**src/rtl/keypad_saw_voice.sv**
```systemverilog
`default_nettype none
// ============================================================================
// Module   : keypad_saw_voice
// Purpose  : Single-voice keypad synthesizer. Scans a 4x4 active-low matrix
//            keypad, latches the decoded key index, looks up a C-major note
//            phase increment, runs a free-running DDS phase accumulator and
//            emits a signed sawtooth sample (silenced when no key is held).
//            The clock is the audio sample clock.
// Ports    : clk_i         sample clock
//            reset_i       synchronous active-high reset
//            kpyd_row_i    keypad rows, active-low, synchronous to clk_i
//            kpyd_col_o    column drive, active-low, one column low at a time
//            hex_o         last decoded key index (row*4 + col)
//            key_active_o  a key was seen during the last complete sweep
//            addr_o        waveform address (accumulator MSBs)
//            data_o        signed sawtooth sample, WIDTH bits
// Revision : 1.0 - initial release
// ============================================================================
module keypad_saw_voice #(
  parameter int WIDTH       = 24,
  parameter int DEPTH_LOG2  = 10,
  parameter int ACC_WIDTH   = 32,
  parameter int SAMPLE_RATE = 48000,
  parameter int SCAN_DIV    = 16
) (
  input  logic                  clk_i,
  input  logic                  reset_i,
  input  logic [3:0]            kpyd_row_i,
  output logic [3:0]            kpyd_col_o,
  output logic [3:0]            hex_o,
  output logic                  key_active_o,
  output logic [DEPTH_LOG2-1:0] addr_o,
  output logic [WIDTH-1:0]      data_o
);

  localparam int               DIV_W    = (SCAN_DIV > 1) ? $clog2(SCAN_DIV) : 1;
  localparam logic [DIV_W-1:0] DIV_LAST = DIV_W'(SCAN_DIV - 1);

  // Note frequencies in Hz, indexed by key number.
  function automatic int unsigned note_hz(input int unsigned idx);
    case (idx)
      0:       note_hz = 261;
      1:       note_hz = 294;
      2:       note_hz = 330;
      3:       note_hz = 349;
      4:       note_hz = 392;
      5:       note_hz = 440;
      6:       note_hz = 494;
      7:       note_hz = 523;
      8:       note_hz = 587;
      9:       note_hz = 659;
      10:      note_hz = 698;
      11:      note_hz = 784;
      12:      note_hz = 880;
      13:      note_hz = 988;
      14:      note_hz = 1046;
      default: note_hz = 1174;
    endcase
  endfunction

  logic [DIV_W-1:0]      div_q, div_d;
  logic [3:0]            col_sel_q, col_sel_d;
  logic [3:0]            hex_q, hex_d;
  logic                  seen_q, seen_d;
  logic                  active_q, active_d;
  logic [ACC_WIDTH-1:0]  acc_q, acc_d;
  logic [WIDTH-1:0]      data_q, data_d;

  logic                  w_tick;
  logic                  w_sweep_end;
  logic [3:0]            w_row_low;
  logic                  w_any_low;
  logic                  w_one_low;
  logic [1:0]            w_row_idx;
  logic [1:0]            w_col_idx;
  logic [ACC_WIDTH-1:0]  w_inc_rom [16];
  logic [ACC_WIDTH-1:0]  w_phase_inc;
  logic [DEPTH_LOG2-1:0] w_addr;
  logic [DEPTH_LOG2-1:0] w_offset_addr;
  logic [WIDTH-1:0]      w_ramp;

  // Increment ROM: every entry is an elaboration-time constant, so the
  // 64-bit division folds away and only a 16-entry constant table remains.
  generate
    for (genvar gi = 0; gi < 16; gi++) begin : g_inc_rom
      localparam longint unsigned INC =
        (64'(note_hz(gi)) << ACC_WIDTH) / 64'(SAMPLE_RATE);
      assign w_inc_rom[gi] = ACC_WIDTH'(INC);
    end
  endgenerate

  assign w_phase_inc   = w_inc_rom[hex_q];
  assign w_addr        = acc_q[ACC_WIDTH-1 -: DEPTH_LOG2];
  // Inverting the address MSB turns the unsigned ramp into a two's
  // complement ramp centred on zero (addr 0 -> most negative value).
  assign w_offset_addr = {~w_addr[DEPTH_LOG2-1], w_addr[DEPTH_LOG2-2:0]};

  generate
    if (WIDTH > DEPTH_LOG2) begin : g_ramp_pad
      assign w_ramp = {w_offset_addr, {(WIDTH-DEPTH_LOG2){1'b0}}};
    end else begin : g_ramp_trunc
      assign w_ramp = w_offset_addr[DEPTH_LOG2-1 -: WIDTH];
    end
  endgenerate

  // Row / column decode.
  always_comb begin
    w_row_low = ~kpyd_row_i;
    w_any_low = |w_row_low;
    // Exactly one bit set: non-zero and clearing the lowest set bit leaves zero.
    w_one_low = w_any_low && ((w_row_low & (w_row_low - 4'd1)) == 4'd0);

    w_row_idx = 2'd0;
    case (w_row_low)
      4'b0010: w_row_idx = 2'd1;
      4'b0100: w_row_idx = 2'd2;
      4'b1000: w_row_idx = 2'd3;
      default: w_row_idx = 2'd0;
    endcase

    w_col_idx = 2'd0;
    case (col_sel_q)
      4'b0010: w_col_idx = 2'd1;
      4'b0100: w_col_idx = 2'd2;
      4'b1000: w_col_idx = 2'd3;
      default: w_col_idx = 2'd0;
    endcase
  end

  assign w_tick      = (div_q == DIV_LAST);
  assign w_sweep_end = w_tick && col_sel_q[3];

  // Next-state logic.
  always_comb begin
    div_d     = w_tick ? '0 : div_q + DIV_W'(1);
    col_sel_d = w_tick ? {col_sel_q[2:0], col_sel_q[3]} : col_sel_q;
    hex_d     = w_one_low ? {w_row_idx, w_col_idx} : hex_q;

    active_d  = active_q;
    seen_d    = seen_q | w_any_low;
    if (w_sweep_end) begin
      active_d = seen_q;
      // A press in the sweep-closing cycle opens the next sweep's record.
      seen_d   = w_any_low;
    end

    acc_d  = acc_q + w_phase_inc;
    data_d = active_q ? w_ramp : '0;
  end

  always_ff @(posedge clk_i) begin
    if (reset_i) begin
      div_q     <= '0;
      col_sel_q <= 4'b0001;
      hex_q     <= 4'd0;
      seen_q    <= 1'b0;
      active_q  <= 1'b0;
      acc_q     <= '0;
      data_q    <= '0;
    end else begin
      div_q     <= div_d;
      col_sel_q <= col_sel_d;
      hex_q     <= hex_d;
      seen_q    <= seen_d;
      active_q  <= active_d;
      acc_q     <= acc_d;
      data_q    <= data_d;
    end
  end

  assign kpyd_col_o   = ~col_sel_q;
  assign hex_o        = hex_q;
  assign key_active_o = active_q;
  assign addr_o       = w_addr;
  assign data_o       = data_q;

endmodule
`default_nettype wire

```
**config.mk**
```make
export PLATFORM = sky130hd
export DESIGN_NAME = keypad_saw_voice
export DESIGN_NICKNAME = d
export VERILOG_FILES = /design/src/rtl/keypad_saw_voice.sv
export SDC_FILE = /design/constraint.sdc
export NUM_CORES = 1
export LEC_CHECK = 0
export CORE_ASPECT_RATIO = 1.1
export CORE_MARGIN = 8
export CORE_UTILIZATION = 38
export DETAILED_ROUTE_END_ITERATION = 8
export PLACE_DENSITY = 0.71
export SYNTH_ARGS = -nofsm -noshare
export SYNTH_HDL_FRONTEND = slang
export SYNTH_SLANG_ARGS = --single-unit
```
**constraint.sdc**
```tcl
create_clock -name clk_i -period 3.4 [get_ports clk_i]
set_input_delay 0.85 -clock clk_i [delete_from_list [all_inputs] [get_ports clk_i]]
set_output_delay 0.85 -clock clk_i [all_outputs]
set_load 0.01 [all_outputs]
```
== Yosys cells after proc, flatten, opt, wreduce, memory -nomap -nowiden ==
Memory sizes are Yosys's and may differ from the RTL's.
Index checks and enable logic that the tools add are counted.
Storage, ports and cells
  flip-flop bits (word level): 70
  bits in read-only memories: 512
  input bits: 6
  output and inout port bits: 43
  logic and storage cells: 38
  memories: 1
Memory list
  (no name shown): depth 16, bits a word 32, rd ports 1, clocked after memory_dff 0, wr ports 0, RTL line 92  | assign w_phase_inc = w_inc_rom[hex_q];
Operators by class
  add/subtract/negate cells: 3
  magnitude comparators: 1
  eq/ne operators: 7
  mux-type cells: 5
  bitwise logic cells: 7
  reductions and logical operators: 6
Operators by type and width (count)
  $mux 32: 2
  $add 32x32->32: 1
  $eq 4x4->1 const B: 3
  $pmux 2 s3: 2
  $eq 4x2->1 const B: 2
  $eq 4x3->1 const B: 2
  $not 4->4: 2
  $ge 5x5->1 const B: 1
  $not 4->5: 1
  $add 4x1->4 const B: 1
  $and 4x4->4: 1
  $logic_not 4->1: 1
  $reduce_or 2->1: 2
  $reduce_or 4->1: 1
  $sub 4x1->4 const B: 1
  $logic_and 1x1->1: 2
  $not 1->1: 2
  $mux 1: 1
  $or 1x1->1: 1

== Logic depth before layout (Yosys ltp) ==
  word-level depth: 5
  gate-level depth with buffers: 15
  mapped depth without buffers: 15

== Worst setup path after synthesis ==
Ideal clock, no wire load.
  path kind: register -> register
  from: register hex_q[0], in the netlist hex_o[0]
  to: register acc_q[30]
  library setup time: 123 ps
  arrival: 3212 ps
  data required time: 3277 ps
  slack: 65 ps
  stages on the path, launching flop included: 13
  buffers on the path: 0
  period minus slack after synthesis: 3335 ps
  path through: dfxtp_1 > inv_1 > ha_1 > nor2_1 > a21oi_1 > ha_1 > nand3_1 > nor2_1 > or4b_4 > a21oi_2 > o21ai_1 > a21oi_1 > mux2_1
Between the ends
  longest elaborated chain between the ends: 5
Ends and longest elaborated chain
  from (decl): RTL line 63  | logic [3:0] hex_q, hex_d;
  from (signal assigned): RTL line 155  | hex_q <= 4'd0;
  from (signal assigned): RTL line 163  | hex_q <= hex_d;
  $not 4->5 (implied by the code): RTL line 92
  $mem_v2 16x32
  $mux 32 (implied by the code) (2 in series): RTL line 92
  $add 32x32->32: RTL line 147  | acc_d = acc_q + w_phase_inc;
  to (signal assigned): RTL line 158  | acc_q <= '0;
  to (signal assigned): RTL line 166  | acc_q <= acc_d;
  to (decl): RTL line 66  | logic [ACC_WIDTH-1:0] acc_q, acc_d;
Every way passes these cells. The select of a mux whose other input is x is not followed.
A chain may end at the register's enable or synchronous reset.

== Final worst setup path ==
  from: register hex_q[0], in the netlist hex_o[0]
  to: register acc_q[25]
The elaborated chain is that of the path after synthesis.

==> impl_metrics.toml <==
[status]
status = "finished clean"

[grt]
grt_max_degree = 42
grt_overflow = 0
first_global_vias = 3623
grt_usage_pct = 14.1
grt_pass1_wl_um = 16800
antenna_found_initial = 0

[power]
power.total_w = 0.00300
p_leak_nw = 1.93
netSwitchingFraction_pct = 40.9
p_sw_w = 0.00122
combPwrFrac_pct = 53.0
ir_worst_vdd_uv = 225
clkPwrFrac_pct = 17.6
power_density_mw_per_mm2 = 614
seqPwrFrac_pct = 29.4
intPower_w = 0.00177

[floorplanning]
die-area_mm2 = 0.0144
pin_count = 49
die_y_um = 125
initial_core_util_pct = 38.3
core_mm2 = 0.0108
dieWidth_um = 115
num_rows = 40

[final_layout]
multiInputGateArea_mm2 = 0.00280
layout_common_cells = "nor2_1, dfxtp_1, a21oi_1"
layout.cells.most_common = "nor2_1"
syn_to_final_growth_pct = 18.4
fillers = 1048
drive_gt1_share_pct = 14.3
finalInstanceArea_mm2 = 0.00488
nets = 601
regArea_mm2 = 0.00112
n_antenna_cell = 0
final_util_pct = 45.4

[timing]
clock.fmax_mhz = 309
max_slew.worst_pin.slew_ps = 613
fin_skew_ps = 7.70
maxSlewHeadroom_pct = 59.1
post-route-period-util_pct = 95.0
setup-tns-final_ps = 0
setup_viol = 0
slew_violations = 0
hold_viol = 0
finalCriticalPeriod_ps = 3230

[critical_path]
path_class = "register to register"
cp-startpoint = "hex_o[0]"
worstReg2RegStart = "hex_o[0]"
path_max_fanout = 4
required_ps = 3580
end_kind = "register"
startpoint_type = "register"
crit_arrival_ps = 3410
reg2reg_slack_ps = 170

[placed_design]
post_dp_cell_area_mm2 = 0.00458
portBuffers = 34
place_hpwl_um = 7740
gp_congestion = 0.944

[cts]
cts.sinks = 56
cts_root_buf = "clkbuf_16"
h-tree-depth = 2
cts_buffers = 5
clock_latency_ps = 300
clk_path_buf_depth = 2
cts_tree = "yes"
clk_pin_slew_ps = 70

[synth]
yosysSeqAreaShare_pct = 27.2
synthDistinctLibCells = 64
synth_top_area_share_pct = 27.2
netlist_area_mm2 = 0.00412
postSynth.asyncResetShare_pct = 0
synth_largest_area_cell = "dfxtp_1"
ys_warn_count = 0
synthTopCellsByArea = "dfxtp_1, ha_1, a21oi_1"
synthFlopType = "dfxtp_1"
synthCells = 528
ys_ff_latch = 56
synth-edff-count = 0
avgSynthCellArea_um2 = 7.81

[route]
totalWireLength_um = 10100
ant_nets = 0
drc = 0
vias = 3770
dr.pass1.iters = 5
vias_per_cell = 5.34
drt_iter0_drc = 316
wl_per_cell_um = 14.4

[worst_hold_path]
holdCritPathClass = "register to register"
hold_start = "key_active_o"

[flow_run]
cap_violations = 0
==> synth_stat cells (2+ instances only) <==
library cell,number
nor4b_1,5
o31ai_1,6
clkbuf_1,18
or4_1,3
a221oi_1,3
a21oi_1,55
xnor2_1,12
nor3_1,13
inv_1,14
and3_1,3
o21ai_0,19
nand2_1,43
a211oi_1,5
a21oi_2,2
buf_4,25
o21ai_1,4
dfxtp_1,56
xor2_1,13
o2111ai_1,2
a31oi_1,13
a211o_1,2
nor3b_1,4
buf_1,3
and2_1,10
o21ai_2,4
ha_1,36
o21bai_1,2
mux2_1,2
buf_6,2
nand2b_1,3
nor2b_1,10
nand4_1,3
a31o_2,2
mux2i_1,2
nand3_1,12
a21o_1,9
o211ai_1,11
o21a_1,3
nor2_1,69
==> layer usage <==
metal | vias to the layer above | track usage [%] | routed length, µm
met1 | 1762 | 16.7 | 4380
met2 | 101 | 24.1 | 4960
met5 | - | 0 | 0
met3 | 18 | 2.07 | 533
li1 | 1889 | - | -
met4 | 0 | 6.50 | 268
==> power groups by stage <==
stage	Sequential (W)	Combinational [W]	Clock [W]
final	0.000880	0.00159	0.000527
after global routing	0.000900	0.00176	0.000572
after CTS	0.000882	0.00152	0.000540
after detailed placement	0.000897	0.00149	0
after global placement	0.000892	0.00146	0
after floorplan	0.000866	0.00121	0
==> critical path, stage by stage (launching register included) <==
cell	delay (ps)
dfxtp_2	340
buf_4	150
ha_1	220
nor2_1	140
a21oi_1	70
o21ai_1	240
ha_1	340
a21oi_1	250
o211ai_1	190
a211oi_2	260
o21ai_4	130
a31oi_4	200
nor4b_1	70
or4_1	500
==> metrics by stage <==
stage | setup WS, ps | hold WS, ps | std cells
3_5_place_dp | -45.8 | 471 | 695
3_3_place_gp | -88.3 | 462 | 695
6_report | 169 | 478 | 706
2_1_floorplan | 65.0 | 452 | 541
4_1_cts | 4.95 | 484 | 704
5_1_grt | -42.9 | 490 | 706
==> registers in the layout (all words and copies together) (netlist names) <==
signal / flops
hex_o: 4
data_o: 10
key_active_o: 1
col_sel_q: 4
seen_q: 1
div_q: 4
acc_q: 32
==> area by class of cell <==
class	count	share of cell area (%)
Multi-Input combinational cell	419	57.4
Inverter	15	1.23
Clock buffer	5	2.56
Clock inverter	3	0.461
Timing Repair Buffer	61	11.6
Tap cell	147	3.77
Sequential cell	56	23.0
==> final timing paths <==
| kind | endpoint | cells after the start |
|---|---|---|
| worst max register to register | acc_q[25] | 13 |
| worst min-delay path | key_active_o | 2 |
| worst max-delay path | acc_q[25] | 13 |
| worst min register to register | key_active_o | 2 |
==> logic make-up (layout without fill, tap and decap cells) <==
kind of cell,Yosys count,after routing,synth area share [%]
simple gates,186,186,21.6
mux,4,4,1.03
other cells,1,14,0.0909
fa+ha+maj,37,37,11.4
buf+inv,66,84,8.95
compound gates,153,153,24.4
flops,56,56,27.2
xor+xnor,25,25,5.31
==> what timing repair did <==
item	in CTS	in global routing
gates resized for setup	5	31
hold buffers	0	0
endpoints found under the setup margin	3	13
setup buffers	1	2
pin swaps	2	10
(Power assumes the default switching activity.)
